File: src/rtl/acc_req_queue.sv
// Per-accumulator request queues between commit and the FP accumulator arbiter.
// One independent FIFO per accumulator register; heads are presented in parallel.
module acc_req_queue #(
    parameter int N_ACC = 3,
    parameter int DEPTH = 4,
    localparam int AW = (N_ACC > 1) ? $clog2(N_ACC) : 1,
    localparam int PW = $clog2(DEPTH),
    localparam int CW = $clog2(DEPTH + 1)
) (
    input  logic                  clk,
    input  logic                  reset,
    input  logic                  enq_valid,
    input  logic [AW-1:0]         enq_acc,
    input  logic [31:0]           enq_data,
    output logic                  enq_ready,
    output logic [N_ACC-1:0]      acc_req_valid,
    output logic [N_ACC*32-1:0]   acc_data,
    input  logic [N_ACC-1:0]      acc_req_ready,
    output logic                  empty,
    output logic [N_ACC*CW-1:0]   count
);

    logic [31:0]    mem    [N_ACC][DEPTH];
    logic [PW-1:0]  rd_ptr [N_ACC];
    logic [PW-1:0]  wr_ptr [N_ACC];
    logic [CW-1:0]  cnt    [N_ACC];

    logic           acc_ok;
    logic [CW-1:0]  sel_cnt;
    logic [N_ACC-1:0] enq_hit;
    logic [N_ACC-1:0] deq_hit;

    // Look up the occupancy of the targeted queue; out-of-range indices never accept.
    always_comb begin
        acc_ok  = 1'b0;
        sel_cnt = '0;
        for (int i = 0; i < N_ACC; i++) begin
            if (enq_acc == AW'(i)) begin
                acc_ok  = 1'b1;
                sel_cnt = cnt[i];
            end
        end
        enq_ready = acc_ok && (sel_cnt != CW'(DEPTH));
    end

    // Per-queue enqueue/dequeue strobes and the registered-only output view.
    always_comb begin
        enq_hit       = '0;
        deq_hit       = '0;
        acc_req_valid = '0;
        acc_data      = '0;
        count         = '0;
        empty         = 1'b1;
        for (int i = 0; i < N_ACC; i++) begin
            enq_hit[i]           = enq_valid && enq_ready && (enq_acc == AW'(i));
            acc_req_valid[i]     = (cnt[i] != '0);
            deq_hit[i]           = acc_req_valid[i] && acc_req_ready[i];
            acc_data[i*32 +: 32] = mem[i][rd_ptr[i]];
            count[i*CW +: CW]    = cnt[i];
            if (cnt[i] != '0) begin
                empty = 1'b0;
            end
        end
    end

    // Pointer and occupancy update; reset discards anything in flight.
    always_ff @(posedge clk) begin
        if (reset) begin
            for (int i = 0; i < N_ACC; i++) begin
                rd_ptr[i] <= '0;
                wr_ptr[i] <= '0;
                cnt[i]    <= '0;
            end
        end else begin
            for (int i = 0; i < N_ACC; i++) begin
                if (enq_hit[i]) begin
                    wr_ptr[i] <= wr_ptr[i] + PW'(1);
                end
                if (deq_hit[i]) begin
                    rd_ptr[i] <= rd_ptr[i] + PW'(1);
                end
                if (enq_hit[i] && !deq_hit[i]) begin
                    cnt[i] <= cnt[i] + CW'(1);
                end else if (!enq_hit[i] && deq_hit[i]) begin
                    cnt[i] <= cnt[i] - CW'(1);
                end
            end
        end
    end

    // Entry storage; contents are not reset and only matter while valid.
    always_ff @(posedge clk) begin
        for (int i = 0; i < N_ACC; i++) begin
            if (enq_hit[i] && !reset) begin
                mem[i][wr_ptr[i]] <= enq_data;
            end
        end
    end

endmodule

File: config.mk
export PLATFORM = sky130hd
export DESIGN_NAME = acc_req_queue
export DESIGN_NICKNAME = d
export VERILOG_FILES = /design/src/rtl/acc_req_queue.sv
export SDC_FILE = /design/constraint.sdc
export NUM_CORES = 1
export LEC_CHECK = 0
export ABC_CLOCK_PERIOD_IN_PS = 5300
export BUFFER_PORTS_ARGS = -buffer_cell sky130_fd_sc_hd__buf_2
export CAP_MARGIN = 5
export CORE_MARGIN = 8
export CORE_UTILIZATION = 40
export DETAILED_ROUTE_END_ITERATION = 7
export MAX_ROUTING_LAYER = met4
export PLACE_DENSITY = 0.6
export SETUP_SLACK_MARGIN = 0.15
export SYNTH_ARGS = -nofsm -noshare
export SYNTH_HDL_FRONTEND = slang
export SYNTH_SLANG_ARGS = --single-unit
File: constraint.sdc
create_clock -name clk -period 5.3 [get_ports clk]
set_clock_uncertainty 0.2 [all_clocks]
set_input_delay 0.795 -clock clk [delete_from_list [all_inputs] [get_ports clk]]
set_output_delay 0.795 -clock clk [all_outputs]
set_load 0.01 [all_outputs]
==> flow_summary.json, run 1 <==
{
  "synthToLayoutAreaGrowth_pct": 17.9,
  "placement.cell_area_sq_um": 16900,
  "cts.root.buffer_cell": "clkbuf_16",
  "max_fclk_mhz": 273,
  "tritoncts": "built",
  "global_route_usage_over_all_layers_pct": 14.3,
  "cts_buffers": 42,
  "peakVddDrop_mv": 0.212,
  "synth.ff_latch_count": 405,
  "drc": 0,
  "synth_most_common_cell": "edfxtp_1",
  "netlist.top_cell.by_area": "edfxtp_1",
  "insertedDiodeCount": 0,
  "cts_setup_buffers": 0,
  "finish.instance_area_sq_um": 18200,
  "cts_resized": 0,
  "cp-end-kind": "output port",
  "detail_route.iter0.violations": 470,
  "clkLatencyLatePin_ns": 0.52,
  "crit_path_start": "rd_ptr[0][2]$_SDFFCE_PP0P_",
  "worst_margin_slew_ns": 1.07,
  "global_route.overflow_total": 0,
  "critical_path.startpoint_type": "flip-flop",
  "hp-class": "in -> reg",
  "rsz0062_at_grt": "false",
  "synth_top_area_share_pct": 78.7,
  "post_cts_hold_buffer_count": 0,
  "netlist-cell-type-count": 51,
  "first_global_vias": 7401,
  "synth-main-ff-cell": "edfxtp_1",
  "final.period_utilization_pct": 69.1,
  "slew_violations": 0,
  "clock_path_buffers": 3,
  "endpoint_required_time_on_the_critical_path_ns": 4.30,
  "fin_tns_setup_ns": 0,
  "grt_first_pass_wirelength_um": 47100,
  "synth-edff-count": 405,
  "crit_arrival_ns": 2.67,
  "routedWlPerCell_um": 22.6,
  "leak_uw": 0.00603,
  "synth.top_cells.by_area": "edfxtp_1 (79%), mux4_2 (14%), ha_1 (1.2%)",
  "floorplan.core_area_sq_um": 38400,
  "maximum_number_of_pins_on_one_net_before_global_route_repair": 33,
  "numClockSinks": 405,
  "hold_ws_ns": 0.395,
  "design.final.nets": 898,
  "die_footprint_sq_um": 45200,
  "power.density_nw_per_um2": 447,
  "max_slew_margin_pct": 28.7,
  "portBuffers": 149,
  "post_route_cells_drive_above_1_share_pct": 39.7,
  "worstPathMaxFanout": 16,
  "hp-start": "enq_data[3]",
  "fin_ws_ns": 1.64,
  "reg2reg_to": "mem[0][358]$_DFFE_PP_",
  "final-setup-viol-count": 0,
  "post_synth_most_frequent_cells": "edfxtp_1 (405), mux4_2 (96), nor2_1 (20)",
  "synth.net_count": 715,
  "drv.max_cap_violation_count": 0,
  "critical_path.reg2reg.startpoint": "cnt[0][2]$_SDFFCE_PN0P_",
  "synth-seq-area-share_pct": 78.7,
  "die_width_um": 213,
  "r2r_cells": 5,
  "viasPerCell": 5.03,
  "boundaryPins": 150,
  "yosysWarningCount": 0,
  "whs_path_depth": 1,
  "layout.filler_cells": 3218,
  "std_cell_rows": 72,
  "clock_tree.htree_level_count": 2,
  "clock_transition_at_the_register_clock_pins_on_the_worst_setup_and_hold_paths_after_cts_ns": 0.06,
  "regToRegSetupSlack_ns": 2.49,
  "p_total_uw": 8140,
  "synth_area_sq_um": 15400,
  "timing.final.crit_period_ns": 3.66,
  "vias": 6989,
  "path_class": "reg -> out",
  "antenna_left": 0,
  "grt_antenna_before_repair": 0,
  "detail_route.wirelength_um": 31300,
  "place_ws_ns": 1.83,
  "syn_inst": 658,
  "postSynth.asyncResetShare_pct": 0,
  "crit_end": "acc_data[50]",
  "gpl.final_weighted_congestion": 0.764,
  "finalHoldViolCount": 0,
  "drt_pass1_iterations": 6,
  "syn-mean-instance-area_sq_um": 23.5,
  "detailed_place_hpwl_um": 20500,
  "floorplan.die.height_um": 213,
  "floorplan.initialDensity_pct": 40.3,
  "status": "complete, no violations"
}
## placed cells by master (no fill, tap or decap), types with 2 or more instances in the layout
cell type    n
buf_2      149
mux4_2      96
clkinv_2     6
o31ai_4      2
and2_2       4
and3_1       4
ha_1        15
xor2_1       2
or3_1        3
edfxtp_1   405
clkbuf_16   42
nor4b_4      4
buf_4       15
o21a_1       2
xnor2_1      5
nor3_1       2
nand2_1      9
clkinv_1     7
and2_1       2
nor2b_1      2
a21oi_1      3
o21ai_1      2
nor2_1      20
clkbuf_1    12
bufinv_16    4
and3_2       4
fa_1         2
nor3b_2      2
inv_1       14
## area by class of cell
type / instances / area, sq um / area share [%]
Clock inverter: 20 / 210 / 1.15
Multi-Input combinational cell: 212 / 3160 / 17.3
Tap cell: 518 / 648 / 3.56
Clock buffer: 54 / 1100 / 6.02
Inverter: 15 / 56.3 / 0.309
Sequential cell: 405 / 12200 / 66.8
Timing Repair Buffer: 165 / 878 / 4.82
## metrics by stage
stage	util, %	instances
2_1_floorplan	-	658
3_3_place_gp	44.0	1315
3_5_place_dp	44.0	1315
4_1_cts	47.4	1389
5_1_grt	47.4	1389
6_report	47.4	1389
## routing by layer
layer | GRT usage, % | part of all wire, % | routed length [um] | vias up
li1 | - | - | - | 3120
met1 | 18.8 | 44 | 13800 | 3660
met2 | 22.7 | 49 | 15300 | 165
met3 | 3.11 | 5.4 | 1710 | 44
met4 | 3.31 | 1.8 | 559 | 0
met5 | - | 0 | 0 | -
## flip-flops by register name, summed over array words and instances, names as in the netlist
name / cells
cnt: 9
mem: 384
rd_ptr: 6
wr_ptr: 6
## worst max-delay path, stage by stage, from the launching register on
cell and delay [ns]:
edfxtp_1 0.98, buf_4 0.39, mux4_2 0.59, buf_2 0.17
## how the worst min path moves through the flow
stage	end
finish	mem[0][131]$_DFFE_PP_
global route	mem[0][21]$_DFFE_PP_
CTS	mem[0][21]$_DFFE_PP_
detailed placement	rd_ptr[0][5]$_SDFFCE_PP0P_
global placement	rd_ptr[0][5]$_SDFFCE_PP0P_
floorplan	wr_ptr[0][0]$_SDFFCE_PP0P_
## power breakdown
part / leakage [uW] / switching [uW] / total (uW) / internal, uW
Clock: 0.000638 / 1160 / 2820 / 1660
Combinational: 0.00172 / 821 / 1550 / 732
Sequential: 0.00368 / 143 / 3770 / 3620
## kinds of logic (layout without fill, tap and decap cells)
kind of cell | Yosys count | after routing | share of synthesized area, %
compound gates | 23 | 23 | 1.45
xor+xnor | 7 | 7 | 0.397
fa+ha+maj | 17 | 17 | 1.47
buf+inv | 41 | 254 | 1.13
flops | 405 | 405 | 78.7
mux | 96 | 96 | 14.0
simple gates | 69 | 69 | 2.83
(Power assumes the default switching activity.)
==> inputs of run 2 (changes only) <==
Settings changed: ABC_CLOCK_PERIOD_IN_PS 5300 to 3800.
Clock period 5.3 ns to 3.8 ns, I/O delays scaled along.
==> run 2 against run 1 <==
Clock power increased by 32%. Clock-buffer cell count fell by 4. Critical path depth unchanged. Setup slack got worse by 1.1 ns. Sequential share of layout area decreased by 0.49 points. Global-route usage is 0.97 points higher. Flip-flop and latch count unchanged. Critical path type unchanged. Cell area rose by 0.74%. Routed wire length grew 5.3%. First-iteration DRC count rose by 20%. Power up 38%. Non-clock buffer count increased by 10.
==> flow_summary.json, run 2 (same netlist as run 1, synthesis figures left out) <==
{
  "status": "complete, no violations",
  "portBuffers": 149,
  "post_cts_hold_buffer_count": 0,
  "crit_path_cell_trace": "buf_12, mux4_2, buf_2",
  "worst_margin_slew_ns": 0.834,
  "drc": 0,
  "finalHoldViolCount": 0,
  "hp-class": "in -> reg",
  "synthToLayoutAreaGrowth_pct": 18.7,
  "cts_buffers": 40,
  "clock_tree.htree_level_count": 2,
  "clock_path_buffers": 3,
  "finish.instance_area_sq_um": 18300,
  "floorplan.die.height_um": 213,
  "tritoncts": "built",
  "detailed_place_hpwl_um": 21800,
  "fin_tns_setup_ns": 0,
  "global_route_usage_over_all_layers_pct": 15.2,
  "final-setup-viol-count": 0,
  "layout.cells.non_filler": 1396,
  "utilization_pct": 47.8,
  "viasPerCell": 5.10,
  "regToRegSetupSlack_ns": 1.08,
  "placement.cell_area_sq_um": 17100,
  "largest_register_ffs": 384,
  "numClockSinks": 405,
  "timing.final.crit_period_ns": 3.22,
  "endpoint_required_time_on_the_critical_path_ns": 3.03,
  "worst_path_dominant_cell_family": "flip-flops",
  "max_fclk_mhz": 311,
  "post_route_cells_drive_above_1_share_pct": 40.4,
  "insertedDiodeCount": 0,
  "final.period_utilization_pct": 84.7,
  "layout_commonest_cell": "edfxtp_1",
  "boundaryPins": 150,
  "critical-path-max-stage-delay_ns": 0.89,
  "whs_path_depth": 1,
  "drt_pass1_iterations": 5,
  "cts_setup_buffers": 0,
  "routedWlPerCell_um": 23.6,
  "gpl.final_weighted_congestion": 0.785,
  "final_cell_mix": "edfxtp_1 (405), buf_2 (149), mux4_2 (96)",
  "cts.root.buffer_cell": "clkbuf_16",
  "leak_uw": 0.00609,
  "floorplan.core_area_sq_um": 38400,
  "timing.critical_path.slowest_stage_cell": "edfxtp_1",
  "drv.max_cap_violation_count": 0,
  "cp-end-kind": "output port",
  "clock_transition_at_the_register_clock_pins_on_the_worst_setup_and_hold_paths_after_cts_ns": 0.06,
  "std_cell_rows": 72,
  "hold_ws_ns": 0.178,
  "first_global_vias": 7632,
  "floorplan.initialDensity_pct": 40.3,
  "die_footprint_sq_um": 45200,
  "layout.filler_cells": 3191,
  "critical_path.startpoint_type": "flip-flop",
  "path_class": "reg -> out",
  "rsz0062_at_grt": "false",
  "max_slew_margin_pct": 44.4,
  "die_width_um": 213,
  "r2r_cells": 8,
  "global_route.overflow_total": 0,
  "cp.buffers_inverters": 2,
  "worstSetupPathDepth": 3,
  "maximum_number_of_pins_on_one_net_before_global_route_repair": 35,
  "clkLatencyLatePin_ns": 0.52,
  "power.density_nw_per_um2": 612,
  "crit_arrival_ns": 2.45,
  "detail_route.iter0.violations": 565,
  "detail_route.wirelength_um": 33000,
  "place.detailed.instances": 1325,
  "cts_resized": 0,
  "grt_antenna_before_repair": 0,
  "antenna_left": 0,
  "grt_first_pass_wirelength_um": 49700,
  "slew_violations": 0,
  "design.final.nets": 906,
  "peakVddDrop_mv": 0.311,
  "worstPathMaxFanout": 14,
  "vias": 7117
}
## run 2: metrics by stage
step,worst slack (ns),power (uW)
2_1_floorplan,0.0246,6670
3_3_place_gp,0.749,7650
3_5_place_dp,0.684,7650
4_1_cts,0.557,11400
5_1_grt,0.471,11700
6_report,0.580,11200
## run 2: final cells by class
class                           instances  area [sq um]  area share, %
Clock buffer                           50          1080           5.89
Clock inverter                         21           159          0.866
Inverter                               15          56.3          0.307
Multi-Input combinational cell        212          3160           17.2
Sequential cell                       405         12200           66.3
Tap cell                              518           648           3.53
Timing Repair Buffer                  175          1080           5.88
## run 2: final timing paths
path	from	end
max	rd_ptr[0][2]$_SDFFCE_PP0P_	acc_data[33]
min	enq_data[4]	mem[0][164]$_DFFE_PP_
max reg2reg	cnt[0][0]$_SDFFCE_PN0P_	cnt[0][2]$_SDFFCE_PN0P_
min reg2reg	wr_ptr[0][0]$_SDFFCE_PP0P_	wr_ptr[0][0]$_SDFFCE_PP0P_
## run 2: per-layer routing
metal  track usage [%]  vias to the layer above  share of wire, %
li1                  -                     3142                 -
met2              23.3                      215                48
met5                 -                        -                 0
met1              21.1                     3725                45
met4              3.31                        0               1.3
met3              3.10                       35               5.9
## run 2: power by group
group	switching [uW]	internal [uW]	total, uW
registers	154	5050	5210
clock network	1580	2150	3730
logic	1240	1050	2290
total	2970	8260	11200
